===== config.mk =====
export PLATFORM = sky130hd
export DESIGN_NAME = keying_circuit
export DESIGN_NICKNAME = d
export VERILOG_FILES = /design/src/rtl/keying_pkg.sv /design/src/rtl/keying_shape_rom.sv /design/src/rtl/keying_circuit.sv
export SDC_FILE = /design/constraint.sdc
export NUM_CORES = 1
export LEC_CHECK = 0
export ABC_AREA = 1
export CORE_UTILIZATION = 47
export CTS_BUF_LIST = sky130_fd_sc_hd__clkbuf_4 sky130_fd_sc_hd__clkbuf_8 sky130_fd_sc_hd__clkbuf_16
export CTS_CLUSTER_SIZE = 40
export DETAILED_ROUTE_END_ITERATION = 8
export GPL_ROUTABILITY_DRIVEN = 0
export RECOVER_POWER = 25
export SLEW_MARGIN = 10
export SYNTH_ARGS = -nofsm -noshare
export SYNTH_HDL_FRONTEND = slang
export SYNTH_SLANG_ARGS = --single-unit

===== constraint.sdc =====
create_clock -name i_clk -period 23.2 [get_ports i_clk]
set_input_delay 6.96 -clock i_clk [delete_from_list [all_inputs] [get_ports i_clk]]
set_output_delay 6.96 -clock i_clk [all_outputs]
set_load 0.02 [all_outputs]

===== src/rtl/keying_pkg.sv =====
// Shared definitions for the keying envelope shaper: FSM states, gain width
// and amplitude clamp.
package keying_pkg;

  localparam int unsigned GAIN_W    = 16;
  localparam int unsigned AMP_W     = 15;
  localparam logic [15:0] AMP_CLAMP = 16'd32767;

  typedef enum logic [1:0] {
    IDLE,
    RAMP_UP,
    ON,
    RAMP_DOWN
  } key_state_t;

  // Clamp the requested key-down level into the non-negative signed range.
  function automatic logic [AMP_W-1:0] clamp_amp(input logic [15:0] amp);
    if (amp > AMP_CLAMP) begin
      return AMP_W'(AMP_CLAMP);
    end
    return amp[AMP_W-1:0];
  endfunction

endpackage


===== src/rtl/keying_shape_rom.sv =====
// Combinational edge-shape gain table (unsigned Q0.16), elaborated as constants.
// KEYING_COSINE_SHAPE_EN selects a raised-cosine table; otherwise linear.
module keying_shape_rom
  import keying_pkg::*;
#(
  parameter int unsigned RAMP_LEN = 256,
  parameter int unsigned IDX_W    = $clog2(RAMP_LEN)
) (
  input  logic [IDX_W-1:0]  idx,
  output logic [GAIN_W-1:0] gain
);

`ifdef KEYING_COSINE_SHAPE_EN
  function automatic logic [GAIN_W-1:0] shape_gain(input int unsigned i);
    real c;
    real g;
    c = $cos(3.14159265358979323846 * real'(i) / real'(RAMP_LEN - 1));
    g = 65535.0 * (1.0 - c) / 2.0;
    return GAIN_W'($rtoi(g + 0.5));
  endfunction
`else
  function automatic logic [GAIN_W-1:0] shape_gain(input int unsigned i);
    return GAIN_W'((65535 * i) / (RAMP_LEN - 1));
  endfunction
`endif

  logic [GAIN_W-1:0] gain_tbl [RAMP_LEN];

  for (genvar i = 0; i < RAMP_LEN; i++) begin : g_tbl
    localparam logic [GAIN_W-1:0] G = shape_gain(i);
    assign gain_tbl[i] = G;
  end

  // RAMP_LEN is a power of two, so every idx value addresses a real entry.
  assign gain = gain_tbl[idx];

endmodule


===== src/rtl/keying_circuit.sv =====
// CW keying envelope shaper: ramps o_output between 0 and the clamped amplitude
// on sample ticks. Gain shape chosen by KEYING_COSINE_SHAPE_EN (see keying_shape_rom).
module keying_circuit
  import keying_pkg::*;
#(
  parameter int unsigned SAMPLE_DIV = 8,
  parameter int unsigned RAMP_LEN   = 256
) (
  input  logic               i_clk,
  input  logic               i_resetn,
  input  logic [15:0]        i_outputAmplitude,
  input  logic               i_key,
  output logic signed [15:0] o_output,
  output logic               o_valid
);

  localparam int unsigned DIV_W = (SAMPLE_DIV > 1) ? $clog2(SAMPLE_DIV) : 1;
  localparam int unsigned IDX_W = $clog2(RAMP_LEN);
  localparam logic [DIV_W-1:0] DIV_LAST = DIV_W'(SAMPLE_DIV - 1);
  localparam logic [IDX_W-1:0] IDX_MAX  = IDX_W'(RAMP_LEN - 1);

  logic [DIV_W-1:0]  div_cnt;
  logic              tick;
  key_state_t        state;
  key_state_t        state_nxt;
  logic [IDX_W-1:0]  idx;
  logic [IDX_W-1:0]  idx_nxt;
  logic [AMP_W-1:0]  amp;
  logic [GAIN_W-1:0] gain;
  logic [AMP_W-1:0]  scaled;
  logic [15:0]       sample_nxt;

  assign tick = (div_cnt == DIV_LAST);
  assign amp  = clamp_amp(i_outputAmplitude);

  // The ROM is addressed with the post-transition index so the sample
  // registered on a tick already reflects that tick's state update.
  keying_shape_rom #(
    .RAMP_LEN (RAMP_LEN),
    .IDX_W    (IDX_W)
  ) u_shape_rom (
    .idx  (idx_nxt),
    .gain (gain)
  );

  assign scaled = AMP_W'((32'(amp) * 32'(gain)) >> GAIN_W);

  always_comb begin
    state_nxt = state;
    idx_nxt   = idx;
    unique case (state)
      IDLE: begin
        idx_nxt = '0;
        if (i_key) state_nxt = RAMP_UP;
      end
      RAMP_UP: begin
        if (!i_key) begin
          state_nxt = RAMP_DOWN;
        end else if (idx >= IDX_MAX - 1'b1) begin
          state_nxt = ON;
          idx_nxt   = IDX_MAX;
        end else begin
          idx_nxt = idx + 1'b1;
        end
      end
      ON: begin
        idx_nxt = IDX_MAX;
        if (!i_key) state_nxt = RAMP_DOWN;
      end
      RAMP_DOWN: begin
        if (i_key) begin
          state_nxt = RAMP_UP;
        end else if (idx <= IDX_W'(1)) begin
          state_nxt = IDLE;
          idx_nxt   = '0;
        end else begin
          idx_nxt = idx - 1'b1;
        end
      end
      default: begin
        state_nxt = IDLE;
        idx_nxt   = '0;
      end
    endcase
  end

  // ON passes the amplitude through untouched; ramps use the scaled product.
  always_comb begin
    sample_nxt = '0;
    unique case (state_nxt)
      IDLE:    sample_nxt = '0;
      ON:      sample_nxt = {1'b0, amp};
      default: sample_nxt = {1'b0, scaled};
    endcase
  end

  always_ff @(posedge i_clk) begin
    if (!i_resetn) begin
      div_cnt  <= '0;
      state    <= IDLE;
      idx      <= '0;
      o_output <= '0;
      o_valid  <= 1'b0;
    end else begin
      div_cnt <= tick ? '0 : div_cnt + 1'b1;
      o_valid <= tick;
      if (tick) begin
        state    <= state_nxt;
        idx      <= idx_nxt;
        o_output <= $signed(sample_nxt);
      end
    end
  end

endmodule


==> summary.txt, run 1 <==
Outcome
  • Status: completed

Min path
  • Hold endpoint: div_cnt[0]
  • Hold path cells: 1
  • Hold/Removal Path Class: reg2reg
  • Hold Startpoint: div_cnt[0]

Power
  • Sw frac: 27.24%
  • Power Dens Cells: approximately 15 nW/um2
  • Clk pwr share: approximately 51%
  • Worst vdd ir: 0.02795 mV
  • Leakage power: ~5 nW
  • Sequential share of power: between 30% and 40%
  • Int Pwr: 97.51 uW
  • Net Switching: around 37 uW
  • Comb pwr share: around an eighth

Clocking
  • Reg clk slew, reported paths: ~0.050 ns
  • CTS tree: yes
  • Post-CTS setup buffers: 0
  • CTS Buffer Depth: 2
  • Hold-fix buffers, CTS: 0
  • TritonCTS Buffers: 5
  • H-tree Lvls: 2
  • Clock sinks: 29
  • Post-cts sizing count: 0
  • Worst-Skew Late Latency: 0.28 ns
  • Clock root cell: clkbuf_16

STA
  • Min Hold Slack: ~0.43 ns
  • Max Transition Viols Final: 0
  • TNS Setup: 0 ns
  • FMAX: between 0.06 and 0.07 GHz
  • Final worst path period share: roughly 62%
  • Clock Skews: approximately 0.0060 ns
  • Endpoints failing hold: 0
  • Slew HR: between 20 and 30%
  • Final setup violating endpoints: 0
  • Worst Max-Slew Pin Slew: roughly 1.0 ns
  • RSZ-0062 raised after global routing: false
  • Minimum clock period: roughly 14 ns

Logic synthesis
  • Cell variety after synth: 46
  • Ys async rst share: 0%
  • Synth Flop Type: dfxtp_1
  • Synthesized Nets: about 1300
  • Share of the synthesized area in the top cell type: 34.34%
  • Syn Inst Count: 1071
  • Leading area contributor after synthesis: fa_1
  • Number of synthesized flops with an enable pin: 0
  • Avg Inst Size Synth: roughly 7.6 um2
  • Netlist Area Pre-Place: between 8000 and 9000 um2
  • Warning count from the yosys run: 0
  • Top cells by area, synth: fa_1, ha_1, inv_1
  • Synth Register Bits: 29
  • Seq/Total Area, Yosys: under 10%

Detailed routing
  • Vias/cell: ~5.3
  • Final WL: 23430 um
  • Routed WL per cell: 17.76 um
  • DR vias: ~6900
  • Routed Antenna Nets: 0
  • Drt drc: 0
  • TritonRoute pass-1 iters: 5
  • Number of DRC markers in iteration 0: around 440

Cells and area
  • Reg area: approximately 580 um2
  • Nets: approximately 1400
  • Area of the multi-input gates: around 6500 um2
  • Ant diodes: 0
  • Most frequent cells in the layout: inv_1, nand2_1, fa_1, nor2_1, ha_1
  • Area delta synth->final: 8.723%
  • Layout cells sized above 1: 3.003%
  • Most common cell after layout, fill and taps aside: inv_1
  • Total of fill cells in the finished design: 1674

Global route
  • Global-route wire length before repair: about 38000 um
  • Total global-route track usage: ~28%
  • Initial antenna violation count: 0
  • Grt ovf: 0
  • Vias in the first global route: around 7000
  • Largest net degree at the start of global routing: 18

Critical path
  • Crit-path max FO: 11
  • Worst setup EP type: flop
  • R2R depth: 33
  • Setup Crit Path Kind: in2reg
  • Critical path's top delay family: adder cells
  • Reg2Reg Capture Point: o_output[11]
  • CP bufs+invs: 9
  • Critical path startpoint: i_key
  • Worst Path Required: 23.43 ns
  • CP max stage delay: approximately 0.62 ns
  • Crit path DAT: 14.64 ns
  • Critical Path Start Type: input pin
  • FF-to-FF setup slack: ~15 ns
  • CP max stage cell: clkdlybuf4s50_1
  • Worst r2r src: idx[1]

Floorplanning
  • I/O Pins: 36
  • Initial core utilization: around half
  • Die area: between 15000 and 20000 um2
  • CORE AREA: about 17000 um2
  • Die width: 133.3 um
  • Die H: 133.3 um
  • Num rows: 47

Placed design
  • I/O Buffers: 34
  • Dpl hpwl: a little over 20000 um

Job
  • MaxCap Viol Count: 0
per-layer routing:
metal	track usage [%]	vias up	wire length, um
met5	0	-	0
met4	7.323	0	634
met2	43.37	303	10360
met3	5.099	40	1764
met1	40.17	3277	10680
li1	-	3311	-
worst register-to-register path: cells and delay by family, from the launching register on:
kind,cells,cell delay (ns)
AND/OR/NAND/NOR,13,1.80
buffers and inverters,8,0.99
flip-flops,1,0.44
adder cells (fa/ha/maj),8,3.77
AO/OA/AOI/OAI,4,0.71
layout make-up:
class	count	area share, %
clock buffer	6	1.576
clock inverter	2	0.1562
inverter	260	11.08
multi-input combinational	767	73.53
sequential	29	6.589
tap	220	3.124
timing repair buffer	35	3.948
flip-flops by register name, indices dropped and copies added, names as in the netlist:
name and cells:
o_valid 1, idx 8, o_output 15, state 2, div_cnt 3
stage by stage:
stage / area [um2] / cells / total power [mW] / worst slack [ns] / utilization (%)
5_1_grt: 8811 / 1319 / 0.1386 / 8.389 / 52.76
6_report: 8811 / 1319 / 0.1340 / 8.789 / 52.76
2_1_floorplan: 8104 / 1071 / 0.05946 / 10.16 / -
3_3_place_gp: 8658 / 1311 / 0.06696 / 8.659 / 51.84
4_1_cts: 8811 / 1319 / 0.1347 / 8.844 / 52.76
3_5_place_dp: 8658 / 1311 / 0.06685 / 8.606 / 51.84
cell families after synthesis:
group           after synthesis  synth area share, %
compound gates              119                8.646
xor+xnor                     13                1.405
fa+ha+maj                   241                50.08
buf+inv                     275                12.89
flops                        29                7.164
other cells                   1              0.04627
simple gates                393                19.76
worst max path at each step:
| stage | endpoint | slack, ns | cells past startpoint |
|---|---|---|---|
| 6_report | o_output[8] | 8.79 | 35 |
| 3_3_place_gp | o_output[8] | 8.66 | 35 |
| 5_1_grt | o_output[6] | 8.39 | 32 |
| 2_1_floorplan | o_output[12] | 10.16 | 39 |
| 3_5_place_dp | o_output[8] | 8.61 | 35 |
| 4_1_cts | o_output[8] | 8.84 | 35 |
synthesized netlist by cell type, drive strengths merged (3+ instances only):
| master | n |
|---|---|
| buf | 9 |
| clkbuf | 6 |
| inv | 258 |
| o21a | 3 |
| nor2 | 136 |
| o21ai | 40 |
| o22ai | 12 |
| a21oi | 45 |
| xnor2 | 3 |
| nor3 | 7 |
| o21bai | 4 |
| nand3 | 29 |
| fa | 139 |
| ha | 102 |
| dfxtp | 29 |
| nand2 | 214 |
| xor2 | 10 |
| nor4 | 3 |
| a21o | 4 |
power by group through the flow:
| stage | combinational (mW) | clock [mW] | sequential, mW |
|---|---|---|---|
| final | 0.0158 | 0.0678 | 0.0505 |
| after global routing | 0.0168 | 0.0712 | 0.0505 |
| after CTS | 0.0154 | 0.0688 | 0.0505 |
| after detailed placement | 0.0153 | 0 | 0.0516 |
| after global placement | 0.0154 | 0 | 0.0515 |
| after floorplan | 0.00794 | 0 | 0.0515 |
(Power assumes the default switching activity.)
==> run 2: changes to the inputs <==
--- a/config.mk
+++ b/config.mk
@@ -11,6 +11,7 @@
 export CTS_CLUSTER_SIZE = 40
 export DETAILED_ROUTE_END_ITERATION = 8
 export GPL_ROUTABILITY_DRIVEN = 0
+export PLACE_DENSITY = 0.67
 export RECOVER_POWER = 25
 export SLEW_MARGIN = 10
 export SYNTH_ARGS = -nofsm -noshare
==> constraint.sdc (replaced) <==
create_clock -name i_clk -period 11.7 [get_ports i_clk]
set_input_delay 3.51 -clock i_clk [delete_from_list [all_inputs] [get_ports i_clk]]
set_output_delay 3.51 -clock i_clk [all_outputs]
set_load 0.02 [all_outputs]
==> run 2 against run 1 <==
  * Via count decreased by 0.16%
  * Combinational power increased by 100%
  * Critical path depth decreased by 2
  * Largest cell class unchanged
==> summary.txt, run 2 (synthesis results as in run 1) <==
Cells and area
  • Total of fill cells in the finished design: between 1500 and 2000
  • Layout cells sized above 1: roughly 3.5%
  • Post-Route Utilization: a little over half
  • Nets: between 1000 and 1500
  • Top reg by flops: o_output
  • Top Registers: o_output (15), idx (8), div_cnt (3)
  • Max FFs per register: 15
  • Ant diodes: 0
  • Most frequent cells in the layout: inv_1, nand2_1, fa_1, nor2_1, ha_1
  • Most common cell after layout, fill and taps aside: inv_1
  • Area delta synth->final: 9.572%

Floorplanning
  • Die width: 133.3 um
  • Num rows: between 40 and 50
  • CORE AREA: approximately 17000 um2
  • I/O Pins: 36
  • Die H: 133.3 um
  • Die area: roughly 18000 um2
  • Initial core utilization: between 40% and 50%

Clocking
  • CTS tree: yes
  • Post-cts sizing count: 0
  • TritonCTS Buffers: 5
  • H-tree Lvls: 2
  • Post-CTS setup buffers: 0
  • Hold-fix buffers, CTS: 0
  • Reg clk slew, reported paths: approximately 0.050 ns
  • Worst-Skew Late Latency: about 0.28 ns
  • Clock sinks: 29
  • Clock root cell: clkbuf_16
  • CTS Buffer Depth: 2

Critical path
  • CP max stage delay: ~0.60 ns
  • Crit path top cell by count: inv_1
  • Crit path DAT: 11.19 ns
  • Worst Path Required: around 12 ns
  • Setup Crit Path Kind: in2reg
  • CP max stage cell: clkdlybuf4s50_1
  • Worst setup EP type: flop
  • Crit-path max FO: 11
  • R2R depth: 31
  • Critical Path Start Type: input pin

Outcome
  • Status: completed

STA
  • Slew HR: around a third
  • Final setup violating endpoints: 0
  • Max Transition Viols Final: 0
  • Final worst path period share: a little over nine tenths
  • Worst Max-Slew Pin Slew: 1.003 ns
  • TNS Setup: 0 ns
  • RSZ-0062 raised after global routing: false
  • Endpoints failing hold: 0
  • FMAX: just over 0.09 GHz
  • Minimum clock period: roughly 11 ns
  • Clock Skews: 0.005239 ns

Global route
  • Vias in the first global route: 7234
  • Largest net degree at the start of global routing: 18
  • Initial antenna violation count: 0
  • Total global-route track usage: between 20 and 30%
  • Global-route wire length before repair: roughly 38000 um
  • Grt ovf: 0

Job
  • MaxCap Viol Count: 0

Min path
  • Hold path cells: 1
  • Hold/Removal Path Class: reg2reg

Power
  • Net Switching: roughly 71 uW
  • Int Pwr: about 220 uW
  • Power Dens Cells: 32.31 nW/um2
  • Comb pwr share: ~11%
  • Leakage power: approximately 5 nW
  • Worst vdd ir: approximately 0.064 mV
  • Sequential share of power: a little over a third
  • Sw frac: about a quarter
  • Clk pwr share: 53.9%

Detailed routing
  • Routed Antenna Nets: 0
  • TritonRoute pass-1 iters: 4
  • Drt drc: 0
  • Vias/cell: around 5.2
  • Number of DRC markers in iteration 0: around 570
  • DR vias: a little under 7000
  • Routed WL per cell: around 17 um
  • Final WL: ~23000 um

Placed design
  • Dpl hpwl: approximately 20000 um
  • I/O Buffers: 34
## run 2: area by class of cell
class,instances,area (um2),area share (%)
repair buffers,41,392.9,4.424
flip-flops and latches,29,580.6,6.538
well taps,220,275.3,3.100
inverters,260,975.9,10.99
multi-input cells,767,6479,72.96
clock inverters,2,37.54,0.4227
clock buffers,6,138.9,1.564
## run 2: final timing paths
check                           startpoint     endpoint  slack (ns)
worst max-delay path                 i_key  o_output[0]        0.73
worst min-delay path            div_cnt[0]   div_cnt[0]        0.42
worst max register to register      idx[1]  o_output[4]        4.00
worst min register to register  div_cnt[0]   div_cnt[0]        0.42
## run 2: power groups by stage
stage               sequential, mW  clock (mW)  combinational, mW
floorplan                    0.102           0             0.0157
global placement             0.102           0             0.0311
detailed placement           0.102           0             0.0309
CTS                          0.100       0.155             0.0313
global route                 0.100       0.160             0.0345
finish                       0.100       0.155             0.0321
## run 2: worst max-delay path: cells and delay by family
family / cells / cell delay [ns]
AOI/OAI and AO/OA: 6 / 0.91
xor gates and xnor gates: 1 / 0.17
adders and majority gates: 7 / 3.50
buffers and inverters: 9 / 1.51
and+or+nand+nor: 10 / 1.55
## run 2: stage by stage
stage	hold slack, ns	instances	total power, mW	setup slack [ns]	instance area (um2)
detailed placement	0.4172	1317	0.1331	0.5863	8703
floorplan	0.3992	1071	0.1179	2.107	8104
CTS	0.4246	1325	0.2868	0.8492	8880
global placement	0.4137	1317	0.1333	0.5340	8703
finish	0.4245	1325	0.2869	0.7338	8880
global route	0.4500	1325	0.2944	0.2050	8880
## run 2: routing by layer
layer	GRT usage, %	vias up	wire, um
met5	0	-	0
li1	-	3322	-
met2	43.26	279	10280
met1	37.54	3271	9914
met4	8.838	0	672
met3	7.725	48	2137
==> run 3: changes to the inputs <==
--- a/config.mk
+++ b/config.mk
@@ -11,7 +11,6 @@
 export CTS_CLUSTER_SIZE = 40
 export DETAILED_ROUTE_END_ITERATION = 8
 export GPL_ROUTABILITY_DRIVEN = 0
-export PLACE_DENSITY = 0.67
 export RECOVER_POWER = 25
 export SLEW_MARGIN = 10
 export SYNTH_ARGS = -nofsm -noshare
==> constraint.sdc (replaced) <==
create_clock -name i_clk -period 14.2 [get_ports i_clk]
set_input_delay 4.26 -clock i_clk [delete_from_list [all_inputs] [get_ports i_clk]]
set_output_delay 4.26 -clock i_clk [all_outputs]
set_load 0.02 [all_outputs]
==> run 3 against run 2 <==
  * Register-to-register slack improved by 2.4 ns
  * Hold slack improved by 0.0014 ns
  * Die area unchanged
  * Power decreased by 24%
  * Clock skew increased by 0.0028 ns
  * Global-route usage increased by 0.35 points
  * Cell area decreased by 0.78%
==> summary.txt, run 3 (synthesis results as in run 1) <==
Detailed routing
  • TritonRoute pass-1 iters: 7
  • Vias/cell: about 5.2
  • Drt drc: 0
  • Number of DRC markers in iteration 0: ~490
  • DR vias: ~6900
  • Routed WL per cell: 17.79 um
  • Routed Antenna Nets: 0
  • Final WL: 23460 um

Power
  • Leakage power: 5.000 nW
  • Power Dens Cells: approximately 25 nW/um2
  • Worst vdd ir: 0.04012 mV

Cells and area
  • Top Registers: o_output (15), idx (8), div_cnt (3)
  • Ant diodes: 0
  • Nets: 1358
  • Total of fill cells in the finished design: 1670
  • Top reg by flops: o_output
  • Most frequent cells in the layout: inv_1, nand2_1, fa_1, nor2_1, ha_1
  • Layout cells sized above 1: 3.003%
  • Max FFs per register: 15
  • Most common cell after layout, fill and taps aside: inv_1
  • Area delta synth->final: 8.723%
  • Finished Cell Area: between 8000 and 9000 um2

Critical path
  • Critical Path Start Type: input pin
  • CP max stage cell: clkdlybuf4s50_1
  • Crit path DAT: around 12 ns
  • Critical path's top delay family: adder cells
  • Setup Crit Path Kind: in2reg
  • Worst Path Required: 14.43 ns
  • CP max stage delay: between 0.6 and 0.7 ns
  • CP bufs+invs: 9
  • Crit-path max FO: 11
  • Worst setup EP type: flop

Clocking
  • CTS Buffer Depth: 2
  • Hold-fix buffers, CTS: 0
  • CTS tree: yes
  • Reg clk slew, reported paths: about 0.050 ns
  • Clock sinks: 29
  • Clock root cell: clkbuf_16
  • TritonCTS Buffers: 5
  • Worst-Skew Late Latency: roughly 0.28 ns
  • Post-CTS setup buffers: 0
  • Post-cts sizing count: 0
  • H-tree Lvls: 2

STA
  • FMAX: around 0.085 GHz
  • Minimum clock period: ~12 ns
  • Clock Skews: 0.008014 ns
  • Max Transition Viols Final: 0
  • Final worst path period share: just over 80%
  • Slew HR: between 30% and 40%
  • TNS Setup: 0 ns
  • Worst Max-Slew Pin Slew: approximately 1 ns
  • Endpoints failing hold: 0
  • RSZ-0062 raised after global routing: false
  • Final setup violating endpoints: 0

Floorplanning
  • Initial core utilization: around half
  • Die area: 17770 um2
  • CORE AREA: roughly 17000 um2
  • I/O Pins: 36
  • Die H: about 130 um
  • Num rows: 47
  • Die width: 133.3 um

Global route
  • Vias in the first global route: 7067
  • Global-route wire length before repair: about 38000 um
  • Total global-route track usage: about 28%
  • Grt ovf: 0
  • Initial antenna violation count: 0
  • Largest net degree at the start of global routing: 18

Placed design
  • Dpl hpwl: roughly 20000 um
  • Placed instance area: a little under 9000 um2
  • I/O Buffers: 34

Min path
  • Hold/Removal Path Class: reg2reg

Job
  • MaxCap Viol Count: 0

Outcome
  • Status: completed
run 3: cell count changes in the layout (fill, tap and decap cells not counted):
cell / change
clkinv_4: +1
buf_4: -6
clkinvlp_4: -1
clkinv_2: +1
bufinv_16: -1
run 3: worst reg2reg max path: cells and delay by family, from the launching register on:
kind            cells  cell delay, ns
flops               1            0.45
simple gates       13            1.78
compound gates      4            0.70
buf+inv             8            0.97
fa+ha+maj           8            3.76
run 3: final timing paths:
check / from / endpoint / slack (ns) / cells after the start
hold reg to reg: div_cnt[0] / div_cnt[0] / 0.43 / 1
setup / recovery: i_key / o_output[8] / 2.48 / 35
setup reg to reg: idx[1] / o_output[11] / 6.41 / 33
hold / removal: div_cnt[0] / div_cnt[0] / 0.43 / 1
run 3: layout make-up:
cell class	count	area (um2)	area share, %
clock buffers	6	138.9	1.576
clock inverters	2	13.76	0.1562
inverters	260	975.9	11.08
multi-input cells	767	6479	73.53
flip-flops and latches	29	580.6	6.589
well taps	220	275.3	3.124
repair buffers	35	347.8	3.948
run 3: per-stage QoR:
stage	hold WS, ns	instances	worst slack, ns	power [mW]	utilization (%)
2_1_floorplan	0.3992	1071	3.857	0.09714	-
3_3_place_gp	0.4183	1311	2.359	0.1094	51.84
3_5_place_dp	0.4185	1311	2.299	0.1092	51.84
4_1_cts	0.4310	1319	2.554	0.2197	52.76
5_1_grt	0.4454	1319	2.100	0.2270	52.76
6_report	0.4259	1319	2.477	0.2189	52.76
run 3: routing by layer:
| layer | wire length, um | global-route usage, % | up-vias |
|---|---|---|---|
| li1 | - | - | 3310 |
| met1 | 10690 | 41.03 | 3271 |
| met2 | 10660 | 44.76 | 269 |
| met3 | 1608 | 3.957 | 35 |
| met4 | 497 | 5.492 | 0 |
| met5 | 0 | 0 | - |
run 3: where the power goes:
| group | internal (mW) | total, mW | switching, mW |
|---|---|---|---|
| sequential | 0.0822 | 0.0825 | 0.000301 |
| clock | 0.0697 | 0.111 | 0.0412 |
| combinational | 0.00749 | 0.0255 | 0.0180 |
